**src/rtl/uart_pkg.sv**
```systemverilog
// Shared UART constants and receiver state encoding.
// Used by the receiver (uart_rx) and by the transmitter on the UART_TXD side.
package uart_pkg;

  localparam int unsigned OVERSAMPLE = 16;
  localparam int unsigned DATA_BITS  = 8;

  typedef enum logic [2:0] {
    IDLE,
    START,
    DATA,
    STOP,
    BREAK
  } uart_rx_state_t;

endpackage

```
**src/rtl/uart_baud_tick.sv**
```systemverilog
// Oversample prescaler: counts 0..DIV-1 and asserts tick while the count is DIV-1.
// Ports:
//   clk   - system clock
//   reset - asynchronous, active-high reset
//   clear - forces the count back to 0 (phase alignment to a start edge)
//   tick  - one-cycle oversample strobe, registered
module uart_baud_tick #(
  parameter int unsigned DIV = 13
) (
  input  logic clk,
  input  logic reset,
  input  logic clear,
  output logic tick
);

  localparam int unsigned CNT_W = (DIV > 1) ? $clog2(DIV) : 1;

  logic [CNT_W-1:0] cnt_q;
  logic [CNT_W-1:0] cnt_d;
  logic             tick_d;

  // Next count; tick is registered so it lines up with cnt_q == DIV-1.
  always_comb begin
    cnt_d  = cnt_q;
    tick_d = 1'b0;
    if (clear) begin
      cnt_d = '0;
    end else if (cnt_q == CNT_W'(DIV - 1)) begin
      cnt_d = '0;
    end else begin
      cnt_d = cnt_q + CNT_W'(1);
    end
    tick_d = !clear && (cnt_d == CNT_W'(DIV - 1));
  end

  always_ff @(posedge clk or posedge reset) begin
    if (reset) begin
      cnt_q <= '0;
      tick  <= 1'b0;
    end else begin
      cnt_q <= cnt_d;
      tick  <= tick_d;
    end
  end

endmodule

```
**src/rtl/uart_rx.sv**
```systemverilog
// 8N1 UART receiver with 16x oversampling, centre-of-bit sampling and a
// one-byte holding register on a valid/ready interface.
// Ports:
//   clk       - system clock
//   reset     - asynchronous, active-high reset
//   rxd       - asynchronous serial input, idles high
//   rx_data   - received byte, valid while rx_valid=1
//   rx_valid  - holding register full
//   rx_ready  - consumer accepts (transfer on rx_valid && rx_ready)
//   frame_err - one-cycle pulse when the stop bit samples low
//   overrun   - one-cycle pulse when a byte is dropped because the holding register is full
module uart_rx
  import uart_pkg::*;
#(
  parameter int unsigned CLK_FREQ = 24_000_000,
  parameter int unsigned BAUD     = 115200,
  parameter int unsigned DIV      = (CLK_FREQ + BAUD * 8) / (BAUD * 16)
) (
  input  logic       clk,
  input  logic       reset,
  input  logic       rxd,
  output logic [7:0] rx_data,
  output logic       rx_valid,
  input  logic       rx_ready,
  output logic       frame_err,
  output logic       overrun
);

  localparam int unsigned TICK_W = $clog2(OVERSAMPLE);
  localparam int unsigned BIT_W  = $clog2(DATA_BITS);

  logic [1:0]           sync_q;
  logic                 rxd_s;
  logic                 rxd_prev;
  logic                 tick;
  logic                 start_edge_c;

  uart_rx_state_t       state, state_d;
  logic [TICK_W-1:0]    tick_cnt, tick_cnt_d;
  logic [BIT_W-1:0]     bit_idx, bit_idx_d;
  logic [DATA_BITS-1:0] shift_q, shift_d;
  logic [7:0]           rx_data_d;
  logic                 rx_valid_d;
  logic                 frame_err_d;
  logic                 overrun_d;

  assign rxd_s = sync_q[1];

  // Two-flop synchronizer plus a delayed copy for falling-edge detection.
  always_ff @(posedge clk or posedge reset) begin
    if (reset) begin
      sync_q   <= 2'b11;
      rxd_prev <= 1'b1;
    end else begin
      sync_q   <= {sync_q[0], rxd};
      rxd_prev <= rxd_s;
    end
  end

  uart_baud_tick #(
    .DIV (DIV)
  ) u_baud_tick (
    .clk   (clk),
    .reset (reset),
    .clear (start_edge_c),
    .tick  (tick)
  );

  // Next-state and registered-output logic.
  always_comb begin
    state_d      = state;
    tick_cnt_d   = tick_cnt;
    bit_idx_d    = bit_idx;
    shift_d      = shift_q;
    rx_data_d    = rx_data;
    rx_valid_d   = rx_valid && !rx_ready;
    frame_err_d  = 1'b0;
    overrun_d    = 1'b0;
    start_edge_c = 1'b0;

    unique case (state)
      IDLE: begin
        if (!rxd_s && rxd_prev) begin
          start_edge_c = 1'b1;
          tick_cnt_d   = '0;
          state_d      = START;
        end
      end

      // Half a bit in: confirm the start bit is still low.
      START: begin
        if (tick) begin
          if (tick_cnt == TICK_W'(OVERSAMPLE / 2 - 1)) begin
            tick_cnt_d = '0;
            bit_idx_d  = '0;
            state_d    = rxd_s ? IDLE : DATA;
          end else begin
            tick_cnt_d = tick_cnt + TICK_W'(1);
          end
        end
      end

      DATA: begin
        if (tick) begin
          if (tick_cnt == TICK_W'(OVERSAMPLE - 1)) begin
            tick_cnt_d = '0;
            shift_d    = {rxd_s, shift_q[DATA_BITS-1:1]};
            if (bit_idx == BIT_W'(DATA_BITS - 1)) begin
              state_d = STOP;
            end else begin
              bit_idx_d = bit_idx + BIT_W'(1);
            end
          end else begin
            tick_cnt_d = tick_cnt + TICK_W'(1);
          end
        end
      end

      // A read in the same cycle frees the holding register for the new byte.
      STOP: begin
        if (tick) begin
          if (tick_cnt == TICK_W'(OVERSAMPLE - 1)) begin
            tick_cnt_d = '0;
            if (rxd_s) begin
              state_d    = IDLE;
              rx_valid_d = 1'b1;
              if (!rx_valid || rx_ready) begin
                rx_data_d = shift_q;
              end else begin
                overrun_d = 1'b1;
              end
            end else begin
              frame_err_d = 1'b1;
              state_d     = BREAK;
            end
          end else begin
            tick_cnt_d = tick_cnt + TICK_W'(1);
          end
        end
      end

      // Hold off until the line returns high so a stuck-low line reports once.
      BREAK: begin
        if (rxd_s) begin
          state_d = IDLE;
        end
      end

      default: begin
        state_d = IDLE;
      end
    endcase
  end

  always_ff @(posedge clk or posedge reset) begin
    if (reset) begin
      state     <= IDLE;
      tick_cnt  <= '0;
      bit_idx   <= '0;
      shift_q   <= '0;
      rx_data   <= 8'h00;
      rx_valid  <= 1'b0;
      frame_err <= 1'b0;
      overrun   <= 1'b0;
    end else begin
      state     <= state_d;
      tick_cnt  <= tick_cnt_d;
      bit_idx   <= bit_idx_d;
      shift_q   <= shift_d;
      rx_data   <= rx_data_d;
      rx_valid  <= rx_valid_d;
      frame_err <= frame_err_d;
      overrun   <= overrun_d;
    end
  end

endmodule

```
**config.mk**
```make
export PLATFORM = sky130hd
export DESIGN_NAME = uart_rx
export DESIGN_NICKNAME = d
export VERILOG_FILES = /design/src/rtl/uart_pkg.sv /design/src/rtl/uart_baud_tick.sv /design/src/rtl/uart_rx.sv
export SDC_FILE = /design/constraint.sdc
export NUM_CORES = 1
export LEC_CHECK = 0
export CAP_MARGIN = 20
export CORE_MARGIN = 3
export CORE_UTILIZATION = 51
export CTS_BUF_LIST = sky130_fd_sc_hd__clkbuf_16
export DETAILED_ROUTE_END_ITERATION = 12
export PLACE_DENSITY = 0.75
export RECOVER_POWER = 50
export SLEW_MARGIN = 10
export SYNTH_ARGS = -nofsm -noshare
export SYNTH_HDL_FRONTEND = slang
export SYNTH_HIERARCHICAL = 1
export SYNTH_SLANG_ARGS = --single-unit
```
**constraint.sdc**
```tcl
create_clock -name clk -period 1.79 [get_ports clk]
set_input_delay 0.537 -clock clk [delete_from_list [all_inputs] [get_ports clk]]
set_output_delay 0.537 -clock clk [all_outputs]
set_load 0.01 [all_outputs]
```
# Yosys cells after proc, flatten, opt, wreduce, memory -nomap -nowiden
# Index checks and enable logic that the tools add are counted.
# word_totals
mem_count	0
elab_cells	93
output_inout_bits	11
mem_bits_ro	0
mem_bits_rw	0
latch_bits	0
inputBits	4
reg_bits	37
# op_classes
n_mux	41
n_reduce_logical	17
n_addsub	3
n_bitwise	0
eq_ne	20
n_shift	0
n_mul	0
n_div	0
order_cmp	0
# ops
cell	count
3-bit two-way mux	15
4-bit two-way mux	7
1-bit two-way mux	15
3-bit one-hot mux with 5 select lines	1
2-bit inequality test (second input constant)	7
4-bit == test (second input constant)	3
4-bit one-hot mux with 3 select lines	1
9-bit AND reduction	1
4-bit by 1-bit adder with 4-bit output (second input constant)	2
2-bit by 1-bit inequality test with 1-bit output (second input constant)	4
3-bit by 2-bit == test with 1-bit output (second input constant)	2
3-bit == test (second input constant)	2
3-bit one-hot mux with 2 select lines	1
6-bit AND reduction	1
5-bit AND reduction	1
4-bit by 3-bit == test with 1-bit output (second input constant)	1
1-bit logical NOT	4
4-bit AND reduction	1
3-bit by 1-bit adder with 3-bit output (second input constant)	1
3-bit by 1-bit == test with 1-bit output (second input constant)	1
1-bit logical AND	3
3-bit logical NOT	1
3-bit AND reduction	1
3-bit nonzero test	1
other kinds (4)	4

# Longest topological paths before layout
# Gate-level depths: netlist of run 1.
# depth
depth_word	7
mapped_depth	7

# By module
# Netlist of run 1, hierarchy kept.
# modules_own_cells
module	area_each_um2	cells_per_inst	n_inst	seq_area_each_um2
uart_rx	1468.9	118	1	804.5
uart_baud_tick	257.7	24	1	125.1

# Least setup slack after synthesis of run 1
# OpenSTA, ideal clock, no wires.
# synth_path
path_type	register to register
startpoint	register state[1]
endpoint	register rx_data[0]
setup_ns	0.125
t_required_ns	1.665
arrival_time_ns	1.697
slack_ns	-0.032
path_stages_with_launch	7
path_cell_list	dfrtp_1 buf_4 xnor2_1 a311o_2 and4b_1 buf_6 mux2_4
# synth_via
elab_chain_cells	2
# synth_rtl
element	line	rtl
start, declared	uart_rx.sv:38	uart_rx_state_t state, state_d;
start signal, assigned	uart_rx.sv:166	state <= state_d;
3-bit by 2-bit == test with 1-bit output	uart_rx.sv:81	unique case (state)
5-bit AND reduction (no source line)	--	
end signal, assigned	uart_rx.sv:170	rx_data <= rx_data_d;
end, declared	uart_rx.sv:22	output logic [7:0] rx_data,
# Every way passes these cells.
# A chain may end at the register's enable or synchronous reset.

# Final worst setup path of run 1
# layout_path
startpoint	register sync_q[1]
endpoint	register rx_data[2]
# layout_via
elab_chain_cells	1
# layout_rtl
element	line	rtl
start, declared	uart_rx.sv:32	logic [1:0] sync_q;
start signal, assigned	uart_rx.sv:55	sync_q <= {sync_q[0], rxd};
5-bit AND reduction (no source line)	--	
# Every way passes these cells.

==> flow_summary_export.csv, run 1 <==
group,metric,value,unit
power_and_ir_drop,p_int,1950,uW
logic_synthesis,synth_area_leaders,"dfrtp_1 (49%), mux2_4 (7.0%), mux2_2 (6.5%), dfstp_2 (4.6%), ha_1 (3.6%)",
placement,portBuffers,14,
logic_synthesis,synth-edff-count,0,
setup_path,arrival,1.92,ns
logic_synthesis,synth_seq_cells,37,
logic_synthesis,syn_inst,142,
clock_network,numCtsBuffers,5,
power_and_ir_drop,p_clk_frac,0.350,
logic_synthesis,yosysTopAreaCell,"dfrtp_1",
timing,max_freq,568,MHz
placement,hpwl,2.39,mm
final_layout,diodes,0,
min_path,whs_path_depth,0,
clock_network,numClockSinks,37,
floorplan,die-area,0.00412,sq mm
timing,maxSlewHeadroom,0.479,
final_layout,fin_cells,224,
floorplan,boundaryPins,15,
logic_synthesis,yosys_warnings,6,
timing,whs,0.353,ns
final_layout,mostFrequentLayoutCells,"dfrtp_1 (32), buf_4 (19), clkdlybuf4s50_1 (12)",
global_route,grt_pass1_vias,1279,
setup_path,rr_worst_depth,4,
power_and_ir_drop,p_leak,0.00109,uW
routing,vias_per_cell,5.40,
clock_network,htreeDepth,2,
logic_synthesis,yosysTopAreaCellShare,0.493,
routing,dr.pass1.iters,4,
global_route,track_usage,0.181,
setup_path,cp-startpoint,"sync_q[1]$_DFF_PP1_",
min_path,hp-start,"sync_q[0]$_DFF_PP1_",
routing,vias,1210,
setup_path,startpoint_type,"register",
routing,ant_nets,0,
setup_path,worstSetupEndpointType,"register",
floorplan,die_y,64.2,um
routing,drcViolationCount,0,
final_layout,area_growth,32.2,%
timing,maxSlewViolCount,0,
clock_network,cts-root-buf,"clkbuf_16",
setup_path,worstReg2RegStart,"sync_q[1]$_DFF_PP1_",
setup_path,path_max_fanout,8,
floorplan,die_w,64.2,um
placement,placed_area,0.00206,sq mm
logic_synthesis,syn_avg_cell_area,12.2,sq um
logic_synthesis,syn-num-nets,151,
floorplan,std_cell_rows,20,
floorplan,initial_core_util,0.548,
routing,drtIter0Drc,60,
power_and_ir_drop,power_frac_comb,0.250,
clock_network,cts_buffer_depth,2,
clock_network,cts_tree,"done",
floorplan,core,0.00315,sq mm
power_and_ir_drop,swShare,0.281,
global_route,grt_pass1_wl,5.78,mm
flow_run,maxCapViolations,0,
logic_synthesis,synth_cell_types,43,
logic_synthesis,synthArstFlopShare,1.00,
final_layout,drive_gt1_frac,0.367,
final_layout,final_core_util,0.724,
timing,hold_violations,0,
power_and_ir_drop,ir_drop,0.000838,V
logic_synthesis,ys_seq_area_frac,0.538,
power_and_ir_drop,p_switching,761,uW
run_status,outcome,"completed",
global_route,grt_antenna_before_repair,0,
power_and_ir_drop,power_density,1190,mW/mm^2
min_path,hp-class,"reg2reg",
timing,rsz0062_at_grt,"yes",
clock_network,clkTransAtPathRegs,0.05,ns
logic_synthesis,synth_ff_type,"dfrtp_1",
setup_path,cp_data_required_time,1.95,ns
timing,finalSetupTns,0,ns
min_path,min_to,"sync_q[1]$_DFF_PP1_",
global_route,overflow,0,
placement,gp_congestion,0.825,
timing,finalCritPeriodShare,0.984,
final_layout,final_common_cell,"dfrtp_1",
timing,clock_skew,0.00303,ns
setup_path,worstSetupPathType,"reg2reg",
routing,wl_per_cell,16.0,um
power_and_ir_drop,seq_power_share,0.401,
timing,period_minus_slack,1.76,ns
routing,wirelength,3.59,mm
logic_synthesis,synth_area,0.00173,sq mm
timing,worstMarginPinSlew,0.782,ns
placement,placedCellCount,213,
final_layout,fin_area,0.00228,sq mm
final_layout,nNetsFinal,188,
timing,setup_viol,0,
setup_path,r2r_end,"rx_data[2]$_DFFE_PP0P_",
clock_network,clk-insertion-delay-late,0.27,ns
global_route,grt_max_degree,33,
setup_path,ff2ff_setup_slack,0.03,ns
-- sequential cells by signal, summed over array words and instances, names as in the netlist, 2 cells and up --
name,cells
sync_q,2
shift_q,8
rx_data,8
state,3
u_baud_tick/cnt_q,4
bit_idx,3
tick_cnt,4
-- synthesized netlist by cell type (2+ instances only) --
cell      instances
nor2b_1           5
inv_1            10
ha_1              5
and3_1            4
nor2_1            8
mux2_2           10
mux2i_1           2
nand3_1           5
and4b_1           2
dfstp_2           3
nor3_1            2
o21ai_0           6
buf_2             2
dfrtp_1          34
a311oi_1          2
clkbuf_1          2
nand2_1           7
mux2_4            8
-- through the flow --
step | total power (uW) | setup WS [ns]
5_1_grt | 2870 | -0.0169
4_1_cts | 2650 | 0.00708
3_5_place_dp | 1690 | -0.146
3_3_place_gp | 1640 | -0.115
2_1_floorplan | 1440 | 0.0151
6_report | 2710 | 0.0292
-- cell type report --
| class | instances | area, sq um |
|---|---|---|
| timing repair buffer | 36 | 310 |
| multi-input combinational | 89 | 785 |
| clock inverter | 3 | 37.5 |
| inverter | 10 | 37.5 |
| fill | 216 | 871 |
| sequential | 37 | 932 |
| tap | 44 | 55.1 |
| clock buffer | 5 | 125 |
-- worst max path at each step --
stage | end | cells past startpoint
after floorplan | rx_data[0]$_DFFE_PP0P_ | 5
final | rx_data[2]$_DFFE_PP0P_ | 4
after global routing | bit_idx[2]$_DFFE_PP0P_ | 6
after CTS | rx_data[6]$_DFFE_PP0P_ | 5
after global placement | rx_data[5]$_DFFE_PP0P_ | 5
after detailed placement | rx_data[6]$_DFFE_PP0P_ | 5
-- metal layers --
layer,up-vias,global-route usage,routed length (um),part of all wire
met5,-,0,0,0
met1,603,0.215,1510,0.42
li1,581,-,-,-
met4,0,0.0501,67,0.019
met2,20,0.312,1900,0.53
met3,6,0.0580,100,0.028
-- cell families (layout without fill, tap and decap cells) --
kind of cell    after synthesis  count (layout)  synth area share
compound gates               22              22            0.0935
fa+ha+maj                     5               5            0.0362
xor+xnor                      1               1           0.00507
mux                          20              20             0.146
simple gates                 41              41             0.138
buf+inv                      16              54            0.0428
flops                        37              37             0.538
-- repair_timing --
| item | in CTS | in global routing |
|---|---|---|
| setup endpoints to repair | 18 | 19 |
| resized for setup | 4 | 13 |
| hold buffers | 0 | 0 |
| pin swaps | 1 | 5 |
| setup buffers | 0 | 4 |
-- worst max-delay path: stages, from the launching register on --
cell	delay, ns
dfstp_2	0.56
buf_4	0.17
nand3_1	0.11
and4b_4	0.48
mux2_4	0.32
-- power by group through the flow --
stage                     logic [uW]  clock network (uW)  registers (uW)
final                            677                 948            1090
after detailed placement         617                   0            1070
after floorplan                  409                   0            1030
after CTS                        623                 963            1060
after global placement           585                   0            1050
after global routing             761                1010            1100
(Power assumes the default switching activity.)
==> inputs of run 2 (changes only) <==
--- a/config.mk
+++ b/config.mk
@@ -5,10 +5,11 @@
 export SDC_FILE = /design/constraint.sdc
 export NUM_CORES = 1
 export LEC_CHECK = 0
-export CAP_MARGIN = 20
+export CAP_MARGIN = 15
 export CORE_MARGIN = 3
 export CORE_UTILIZATION = 51
 export CTS_BUF_LIST = sky130_fd_sc_hd__clkbuf_16
+export CTS_CLUSTER_SIZE = 16
 export DETAILED_ROUTE_END_ITERATION = 12
 export PLACE_DENSITY = 0.75
 export RECOVER_POWER = 50
==> results of run 2 <==
No change in the layout: final DEF, timing and power equal those of run 1.
